$ cat src/rtl/mov_fetch_sequencer_pkg.sv
// Shared definitions for the MOV-only core fetch/issue sequencer:
// state encoding, instruction field positions and the retired-counter ceiling.
package mov_fetch_sequencer_pkg;

   typedef enum logic [2:0] {
      ST_IDLE   = 3'd0,
      ST_FETCH  = 3'd1,
      ST_DECODE = 3'd2,
      ST_ISSUE  = 3'd3,
      ST_HALT   = 3'd4
   } state_e;

   // Instruction layout: [7:4] = Rd, [3:0] = Rs
   localparam int RD_MSB = 7;
   localparam int RD_LSB = 4;
   localparam int RS_MSB = 3;
   localparam int RS_LSB = 0;

   localparam logic [7:0] RETIRED_MAX = 8'hFF;

   // Saturating increment for the retired-instruction counter
   function automatic logic [7:0] sat_inc(input logic [7:0] v);
      return (v == RETIRED_MAX) ? v : v + 8'd1;
   endfunction

endpackage

$ cat src/rtl/mov_fetch_sequencer_decoder.sv
// Combinational field decoder: splits the IR into Rd/Rs and flags Rd==Rs moves,
// which have no architectural effect and are retired without issue.
module mov_field_decoder
   import mov_fetch_sequencer_pkg::*;
#(
   parameter int INSTR_WIDTH = 8,
   parameter int REG_AW      = 4
) (
   input  logic [INSTR_WIDTH-1:0] ir,
   output logic [REG_AW-1:0]      dst,
   output logic [REG_AW-1:0]      src,
   output logic                   is_nop
);

   assign dst    = ir[RD_MSB:RD_LSB];
   assign src    = ir[RS_MSB:RS_LSB];
   assign is_nop = (dst == src);

endmodule

$ cat src/rtl/mov_fetch_sequencer.sv
// Fetch/issue controller: walks the program from address 0 to PROG_LEN-1,
// issuing one register-move command per instruction over valid/ready.
module mov_fetch_sequencer
   import mov_fetch_sequencer_pkg::*;
#(
   parameter int PC_WIDTH    = 8,
   parameter int INSTR_WIDTH = 8,
   parameter int REG_AW      = 4,
   parameter int PROG_LEN    = 3
) (
   input  logic                   clk,
   input  logic                   reset,
   input  logic                   start,
   output logic [PC_WIDTH-1:0]    pc,
   input  logic [INSTR_WIDTH-1:0] instr_code,
   output logic                   mov_valid,
   output logic [REG_AW-1:0]      mov_dst,
   output logic [REG_AW-1:0]      mov_src,
   input  logic                   mov_ready,
   output logic                   busy,
   output logic                   halted,
   output logic [7:0]             retired
);

   // Last address compared one bit wider so a full-range program stops at all-ones
   localparam logic [PC_WIDTH:0]   LAST_PC = (PC_WIDTH + 1)'(PROG_LEN - 1);
   localparam logic [PC_WIDTH-1:0] PC_ONE  = PC_WIDTH'(1);

   state_e                 state_q,     state_d;
   logic [PC_WIDTH-1:0]    pc_q,        pc_d;
   logic [INSTR_WIDTH-1:0] ir_q,        ir_d;
   logic                   mov_valid_q, mov_valid_d;
   logic [REG_AW-1:0]      mov_dst_q,   mov_dst_d;
   logic [REG_AW-1:0]      mov_src_q,   mov_src_d;
   logic [7:0]             retired_q,   retired_d;

   logic [REG_AW-1:0]      dec_dst;
   logic [REG_AW-1:0]      dec_src;
   logic                   dec_is_nop;
   logic                   at_last;

   mov_field_decoder #(
      .INSTR_WIDTH (INSTR_WIDTH),
      .REG_AW      (REG_AW)
   ) u_decoder (
      .ir     (ir_q),
      .dst    (dec_dst),
      .src    (dec_src),
      .is_nop (dec_is_nop)
   );

   assign at_last = ({1'b0, pc_q} == LAST_PC);

   // NOTE: every signal gets its hold value before the case so no path infers a latch.
   always_comb begin
      state_d     = state_q;
      pc_d        = pc_q;
      ir_d        = ir_q;
      mov_valid_d = mov_valid_q;
      mov_dst_d   = mov_dst_q;
      mov_src_d   = mov_src_q;
      retired_d   = retired_q;

      case (state_q)
         ST_IDLE, ST_HALT: begin
            if (start) begin
               state_d   = ST_FETCH;
               pc_d      = '0;
               retired_d = '0;
            end
         end
         ST_FETCH: begin
            ir_d    = instr_code;
            state_d = ST_DECODE;
         end
         ST_DECODE: begin
            mov_dst_d = dec_dst;
            mov_src_d = dec_src;
            if (dec_is_nop) begin
               retired_d = sat_inc(retired_q);
               if (at_last) begin
                  state_d = ST_HALT;
               end else begin
                  pc_d    = pc_q + PC_ONE;
                  state_d = ST_FETCH;
               end
            end else begin
               mov_valid_d = 1'b1;
               state_d     = ST_ISSUE;
            end
         end
         ST_ISSUE: begin
            // Command fields stay frozen until the datapath accepts
            if (mov_ready) begin
               mov_valid_d = 1'b0;
               retired_d   = sat_inc(retired_q);
               if (at_last) begin
                  state_d = ST_HALT;
               end else begin
                  pc_d    = pc_q + PC_ONE;
                  state_d = ST_FETCH;
               end
            end
         end
         default: state_d = ST_IDLE;
      endcase
   end

   // NOTE: state registers use non-blocking assignments so every flop samples pre-edge values.
   always_ff @(posedge clk) begin
      if (!reset) begin
         state_q     <= ST_IDLE;
         pc_q        <= '0;
         ir_q        <= '0;
         mov_valid_q <= 1'b0;
         mov_dst_q   <= '0;
         mov_src_q   <= '0;
         retired_q   <= '0;
      end else begin
         state_q     <= state_d;
         pc_q        <= pc_d;
         ir_q        <= ir_d;
         mov_valid_q <= mov_valid_d;
         mov_dst_q   <= mov_dst_d;
         mov_src_q   <= mov_src_d;
         retired_q   <= retired_d;
      end
   end

   assign pc        = pc_q;
   assign mov_valid = mov_valid_q;
   assign mov_dst   = mov_dst_q;
   assign mov_src   = mov_src_q;
   assign retired   = retired_q;
   assign busy      = (state_q == ST_FETCH) || (state_q == ST_DECODE) || (state_q == ST_ISSUE);
   assign halted    = (state_q == ST_HALT);

endmodule

$ cat config.mk
export PLATFORM = sky130hd
export DESIGN_NAME = mov_fetch_sequencer
export DESIGN_NICKNAME = d
export VERILOG_FILES = /design/src/rtl/mov_fetch_sequencer_pkg.sv /design/src/rtl/mov_fetch_sequencer_decoder.sv /design/src/rtl/mov_fetch_sequencer.sv
export SDC_FILE = /design/constraint.sdc
export NUM_CORES = 1
export LEC_CHECK = 0
export ABC_CLOCK_PERIOD_IN_PS = 2100
export BUFFER_PORTS_ARGS = -buffer_cell sky130_fd_sc_hd__buf_2
export CORE_ASPECT_RATIO = 1.75
export CORE_MARGIN = 2
export CORE_UTILIZATION = 53
export DETAILED_ROUTE_END_ITERATION = 8
export PLACE_DENSITY = 0.79
export SLEW_MARGIN = 20
export SYNTH_ARGS = -nofsm -noshare
export SYNTH_HDL_FRONTEND = slang
export SYNTH_HIERARCHICAL = 1
export SYNTH_SLANG_ARGS = --single-unit
export TNS_END_PERCENT = 50
$ cat constraint.sdc
create_clock -name clk -period 2.1 [get_ports clk]
set_input_delay 0.42 -clock clk [delete_from_list [all_inputs] [get_ports clk]]
set_output_delay 0.42 -clock clk [all_outputs]
set_load 0.05 [all_outputs]
==> results.ini, run 1 <==
[place]
place_congestion = 0.809
pre_cts_slack_ns = 0.202
hpwlAfterDp_um = 2980
port_buffers = 38

[timing]
setup_viol_count_final = 0
setup_ws_ns = 0.206
tightestPinTransition_ns = 0.531
setup_repair_after_global_routing_missed_its_margin = false
whs_ns = 0.374
timing.clock.skew_ns = 0.00240
max_freq_mhz = 528
finalCriticalPeriod_ns = 1.89
timing.final.crit_share_pct = 90.2
final-max-slew-violation-count = 0
timing.max_slew.rel_slack_pct = 64.5
setup_total_negative_slack_ns = 0
hold_viol = 0

[clocking]
clkTransAtPathRegs_ns = 0.07
post_cts_resized = 0
cts_num_sinks = 36
cts_buffers = 5
clock_tree.root_cell = sky130_fd_sc_hd__clkbuf_8
cts_hold_buf = 0
max-clock-path-buffers = 2
cts_htree_levels = 2
cts_post_setup_buffers_inserted = 0
worst_skew_pair.late_latency_ns = 0.28
cts_tree = yes

[die]
dieArea_um2 = 3800
num_rows = 27
dieWidth_um = 47.5
die-height_um = 80.1
core_area_um2 = 3140
ios = 39
initial_core_util_pct = 55.8

[routing]
post_drt_via_cell_ratio = 5.66
drtAntennaViolNets = 0
route.vias.total = 1620
post_drt_wl_per_cell_um = 13.8
drt-initial-drc-count = 27
detail_route.wirelength_um = 3960
drt-pass1-iter-count = 4
drc = 0

[worst_setup_path]
setup.reg_to_reg.worst_slack_ns = 0.21
critical_path.endpoint_type = flip-flop
regToRegEndpoint = pc[7]
critical-path-slowest-cell = sky130_fd_sc_hd__nor4_2
crit_required_ns = 2.28
cpPeakStageDelay_ns = 0.36
cp.buffers_inverters = 0
cp_data_arrival_time_ns = 2.07
worstPathCellList = xor2_1 -> nor4_2 -> mux2_4 -> nand2_1 -> o21a_1 -> a211o_1
rr_startpoint = ir_q[1]
critical-path-top-delay-family = compound AO/OA/AOI/OAI gates
startpoint_type = flip-flop
path_class = flip-flop to flip-flop
worstRegToRegCells = 6
maximum_fanout_count_along_the_critical_path = 9

[synthesis]
syn_avg_cell_area_um2 = 8.68
netlist_top_cells_area = sky130_fd_sc_hd__dfxtp_1, sky130_fd_sc_hd__a21oi_1, sky130_fd_sc_hd__mux2i_1
synth_cell_type_count = 46
synth_flop_cell = sky130_fd_sc_hd__dfxtp_1
syn-num-nets = 217
mappedNetlistArea_um2 = 1750
synth_sequential_area_ratio_pct = 41.1
synthDominantCellAreaShare_pct = 41.1
async_flop_share_pct = 0
synth_top_area_cell = sky130_fd_sc_hd__dfxtp_1
post_synth_most_frequent_cells = sky130_fd_sc_hd__dfxtp_1, sky130_fd_sc_hd__nor2_1, sky130_fd_sc_hd__a21oi_1, sky130_fd_sc_hd__nand2_1, sky130_fd_sc_hd__o21ai_0
ys_seq_elements = 36
synth-edff-count = 0
synth_cells = 202
synthesis.yosys.warnings = 6
yosys.cell_count.top_type = sky130_fd_sc_hd__dfxtp_1

[global_route]
global_route_total_usage_across_every_layer_pct = 22.9
grt_start_max_net_pins = 22
number_of_antenna_violations_at_the_first_check_in_global_routing = 0
grt-ovfl-total = 0
number_of_global_route_vias_before_repair = 1514
grt_first_pass_wirelength_um = 6330

[layout]
filler_cells_inserted = 289
antenna-diode-count = 0
area.growth.synth_to_final_pct = 19.5
drive_above_1_share_pct = 25.9
layout.nets = 257

[pwr]
power.density_nw_per_um2 = 760
irDropWorstVdd_v = 0.000858
power_leakage_nw = 0.925

[hold_path]
hold_path_class = input port to flip-flop
min_delay_path_depth = 3
hold_start = instr_code[7]
hold_path_end = ir_q[7]

[outcome]
outcome = finished clean

[flow_run]
count_of_maximum_capacitance_violations = 0

state kept, by name, summed over array words and instances (netlist names):
register,cells
mov_valid,1
mov_src,4
state_q,3
retired,8
pc,8
ir_q,8
mov_dst,4
area by class of cell:
type                            instances  area, um^2  area share [%]
Tap cell                               43        53.8            2.57
Clock inverter                          2        35.0            1.67
Sequential cell                        36         722            34.5
Inverter                                4        15.0           0.717
Timing Repair Buffer                   49         273            13.0
Multi-Input combinational cell        146         923            44.1
Clock buffer                            6        72.6            3.46
worst max path at each step:
stage	startpoint	to	slack [ns]	depth (start not counted)
2_1_floorplan	retired[1]	retired[5]	0.009	5
3_3_place_gp	ir_q[1]	pc[7]	0.28	6
3_5_place_dp	ir_q[1]	pc[7]	0.20	6
4_1_cts	ir_q[1]	pc[7]	0.19	6
5_1_grt	ir_q[1]	pc[7]	0.07	6
6_report	ir_q[1]	pc[7]	0.21	6
layout by cell type (no fill, tap or decap), types with 2 or more instances in the layout:
| cell type | count |
|---|---|
| sky130_fd_sc_hd__o32ai_1 | 2 |
| sky130_fd_sc_hd__nor2_1 | 23 |
| sky130_fd_sc_hd__inv_1 | 4 |
| sky130_fd_sc_hd__nand2_1 | 17 |
| sky130_fd_sc_hd__xor2_1 | 4 |
| sky130_fd_sc_hd__nor3b_1 | 2 |
| sky130_fd_sc_hd__o21a_1 | 6 |
| sky130_fd_sc_hd__o21ai_0 | 13 |
| sky130_fd_sc_hd__ha_1 | 3 |
| sky130_fd_sc_hd__nand3_1 | 6 |
| sky130_fd_sc_hd__a21oi_1 | 18 |
| sky130_fd_sc_hd__nor3_1 | 5 |
| sky130_fd_sc_hd__o211ai_1 | 2 |
| sky130_fd_sc_hd__mux2i_1 | 9 |
| sky130_fd_sc_hd__a31oi_1 | 3 |
| sky130_fd_sc_hd__and3_1 | 4 |
| sky130_fd_sc_hd__a211o_1 | 2 |
| sky130_fd_sc_hd__dfxtp_1 | 35 |
| sky130_fd_sc_hd__buf_4 | 11 |
| sky130_fd_sc_hd__o2bb2ai_1 | 3 |
| sky130_fd_sc_hd__clkbuf_8 | 5 |
| sky130_fd_sc_hd__buf_2 | 38 |
| sky130_fd_sc_hd__nand2b_1 | 2 |
cell families after synthesis:
| group | after synthesis | synth area share (%) |
|---|---|---|
| adders and majority gates | 3 | 2.14 |
| buffers and inverters | 20 | 6.21 |
| xor gates and xnor gates | 5 | 2.50 |
| and+or+nand+nor | 70 | 20.2 |
| AOI/OAI and AO/OA | 58 | 21.8 |
| muxes | 10 | 6.00 |
| DFF | 36 | 41.1 |
power by group:
group | internal, W | total (W) | switching [W]
combinational | 0.000100 | 0.000270 | 0.000169
clock | 0.000352 | 0.000592 | 0.000240
sequential | 0.000706 | 0.000731 | 0.0000247
through the flow:
stage               area (um^2)  std cells  power, W  utilization (%)
floorplan                  1750        202  0.000947                -
CTS                        2090        286   0.00160             66.7
global placement           1990        278   0.00101             63.2
global route               2090        286   0.00166             66.7
finish                     2090        286   0.00159             66.7
detailed placement         1990        278   0.00102             63.2
per-layer routing:
layer	share of wire (%)	vias to the layer above	routed length, um	GRT usage, %
li1	-	797	-	-
met1	38	760	1490	23.5
met2	54	46	2160	39.7
met3	4.1	17	161	5.84
met4	3.7	0	147	11.7
met5	0	-	0	0
worst min-delay path: stages:
cell	delay [ns]
sky130_fd_sc_hd__buf_2	0.08
sky130_fd_sc_hd__mux2i_1	0.06
sky130_fd_sc_hd__nor2_1	0.07
Note: power is estimated with default switching activity, not from simulation.
==> inputs of run 2 (changes only) <==
--- a/config.mk
+++ b/config.mk
@@ -7,7 +7,7 @@
 export LEC_CHECK = 0
 export ABC_CLOCK_PERIOD_IN_PS = 2100
 export BUFFER_PORTS_ARGS = -buffer_cell sky130_fd_sc_hd__buf_2
-export CORE_ASPECT_RATIO = 1.75
+export CORE_ASPECT_RATIO = 0.9
 export CORE_MARGIN = 2
 export CORE_UTILIZATION = 53
 export DETAILED_ROUTE_END_ITERATION = 8
==> run 2 against run 1 <==
  * Maximum frequency is 1.8% lower
  * Register-to-register slack worse by 0.03 ns
  * Critical path depth stayed put
  * Worst hold slack lost 0.011 ns
  * Clock power fell by 14%
  * Power down 5.4%
  * Worst setup slack got worse by 0.034 ns
  * Final cell count decreased by 1.4%
  * Critical path type unchanged
  * Largest power group unchanged
==> results.ini, run 2 (synthesis gave the netlist of run 1 again) <==
[timing]
setup_viol_count_final = 0
max_freq_mhz = 519
hold_viol = 0
timing.max_slew.rel_slack_pct = 62.9
setup_repair_after_global_routing_missed_its_margin = false
finalCriticalPeriod_ns = 1.93
timing.clock.skew_ns = 0.00690
tightestPinTransition_ns = 0.555
setup_total_negative_slack_ns = 0
timing.final.crit_share_pct = 91.8
final-max-slew-violation-count = 0

[routing]
drt-initial-drc-count = 85
detail_route.wirelength_um = 3830
post_drt_via_cell_ratio = 5.61
drtAntennaViolNets = 0
drt-pass1-iter-count = 4
post_drt_wl_per_cell_um = 13.6
drc = 0
route.vias.total = 1582

[global_route]
global_route_total_usage_across_every_layer_pct = 21.9
number_of_antenna_violations_at_the_first_check_in_global_routing = 0
grt_first_pass_wirelength_um = 6270
grtUsageMet1_pct = 27.5
busiest_layer_in_global_routing = met2
met3_usage_pct = 6.12
grt_start_max_net_pins = 22
number_of_global_route_vias_before_repair = 1416
grt-ovfl-total = 0
met2_track_utilization_from_global_routing_pct = 35.0

[place]
dp_cells = 274
hpwlAfterDp_um = 2760
place_congestion = 0.833
placed_instance_area_um2 = 1960
port_buffers = 38

[worst_setup_path]
crit_required_ns = 2.28
cp_data_arrival_time_ns = 2.11
critical_path.endpoint_type = flip-flop
path_class = flip-flop to flip-flop
critical-path-top-delay-family = compound AO/OA/AOI/OAI gates
startpoint_type = flip-flop
cpPeakStageDelay_ns = 0.36
cp.buffers_inverters = 0
maximum_fanout_count_along_the_critical_path = 9
critical-path-slowest-cell = sky130_fd_sc_hd__nor4_2
worstPathCellList = xor2_1 -> nor4_2 -> mux2_4 -> nand2_1 -> o21a_1 -> a211o_1

[clocking]
max-clock-path-buffers = 2
cts_post_setup_buffers_inserted = 0
clkTransAtPathRegs_ns = 0.07
cts_num_sinks = 36
worst_skew_pair.late_latency_ns = 0.30
cts_tree = yes
cts_hold_buf = 0
clock_tree.root_cell = sky130_fd_sc_hd__clkbuf_8
cts_buffers = 5
cts_htree_levels = 2
post_cts_resized = 0

[pwr]
power_leakage_nw = 0.901
power.density_nw_per_um2 = 734
irDropWorstVdd_v = 0.000511

[die]
dieWidth_um = 64.6
initial_core_util_pct = 56.3
num_rows = 19
core_area_um2 = 3110
dieArea_um2 = 3780
ios = 39
die-height_um = 58.6

[layout]
antenna-diode-count = 0
area.growth.synth_to_final_pct = 17.1
mostFrequentLayoutCells = sky130_fd_sc_hd__buf_2, sky130_fd_sc_hd__dfxtp_1, sky130_fd_sc_hd__nor2_1, sky130_fd_sc_hd__a21oi_1, sky130_fd_sc_hd__nand2_1
postLayoutCoreUtil_pct = 65.9
finish.cell_count_without_fillers = 282
layout.nets = 254
final_common_cell = sky130_fd_sc_hd__buf_2
drive_above_1_share_pct = 24.6
layout.cell_area.non_filler_um2 = 2050

[hold_path]
hold_path_class = input port to flip-flop

[outcome]
outcome = finished clean

[flow_run]
count_of_maximum_capacitance_violations = 0

run 2: layout make-up:
cell class                      instances  area (um^2)
Fill cell                             268         1060
Sequential cell                        36          722
Inverter                                4         15.0
Clock buffer                            8         90.1
Tap cell                               42         52.6
Multi-Input combinational cell        146          923
Timing Repair Buffer                   46          250
run 2: power breakdown:
group	switching, W	total, W	internal, W
clock network	0.000244	0.000512	0.000267
registers	0.0000230	0.000729	0.000706
logic	0.000168	0.000266	0.0000978
run 2: per-stage QoR:
| stage | setup WS (ns) | total power, W | hold WS [ns] |
|---|---|---|---|
| 2_1_floorplan | 0.00902 | 0.000947 | 0.489 |
| 3_3_place_gp | 0.227 | 0.00100 | 0.460 |
| 3_5_place_dp | 0.156 | 0.00101 | 0.467 |
| 4_1_cts | 0.151 | 0.00151 | 0.363 |
| 5_1_grt | 0.00464 | 0.00157 | 0.374 |
| 6_report | 0.171 | 0.00151 | 0.362 |
run 2: path summary, 6_finish.rpt:
kind | to | startpoint | slack [ns] | depth (start not counted)
setup reg to reg | pc[7] | ir_q[2] | 0.17 | 6
setup / recovery | pc[7] | ir_q[2] | 0.17 | 6
hold / removal | ir_q[4] | instr_code[4] | 0.36 | 3
hold reg to reg | mov_valid | mov_valid | 0.47 | 2
run 2: tightest hold or removal path, cell delays in order:
cell and delay [ns]:
sky130_fd_sc_hd__buf_2 0.07, sky130_fd_sc_hd__mux2i_1 0.05, sky130_fd_sc_hd__nor2_1 0.07
run 2: routing by layer:
metal | part of all wire (%) | wire, um | up-vias
met1 | 47 | 1800 | 734
met2 | 45 | 1740 | 42
met5 | 0 | 0 | -
li1 | - | - | 799
met3 | 5.6 | 215 | 7
met4 | 2.1 | 80 | 0
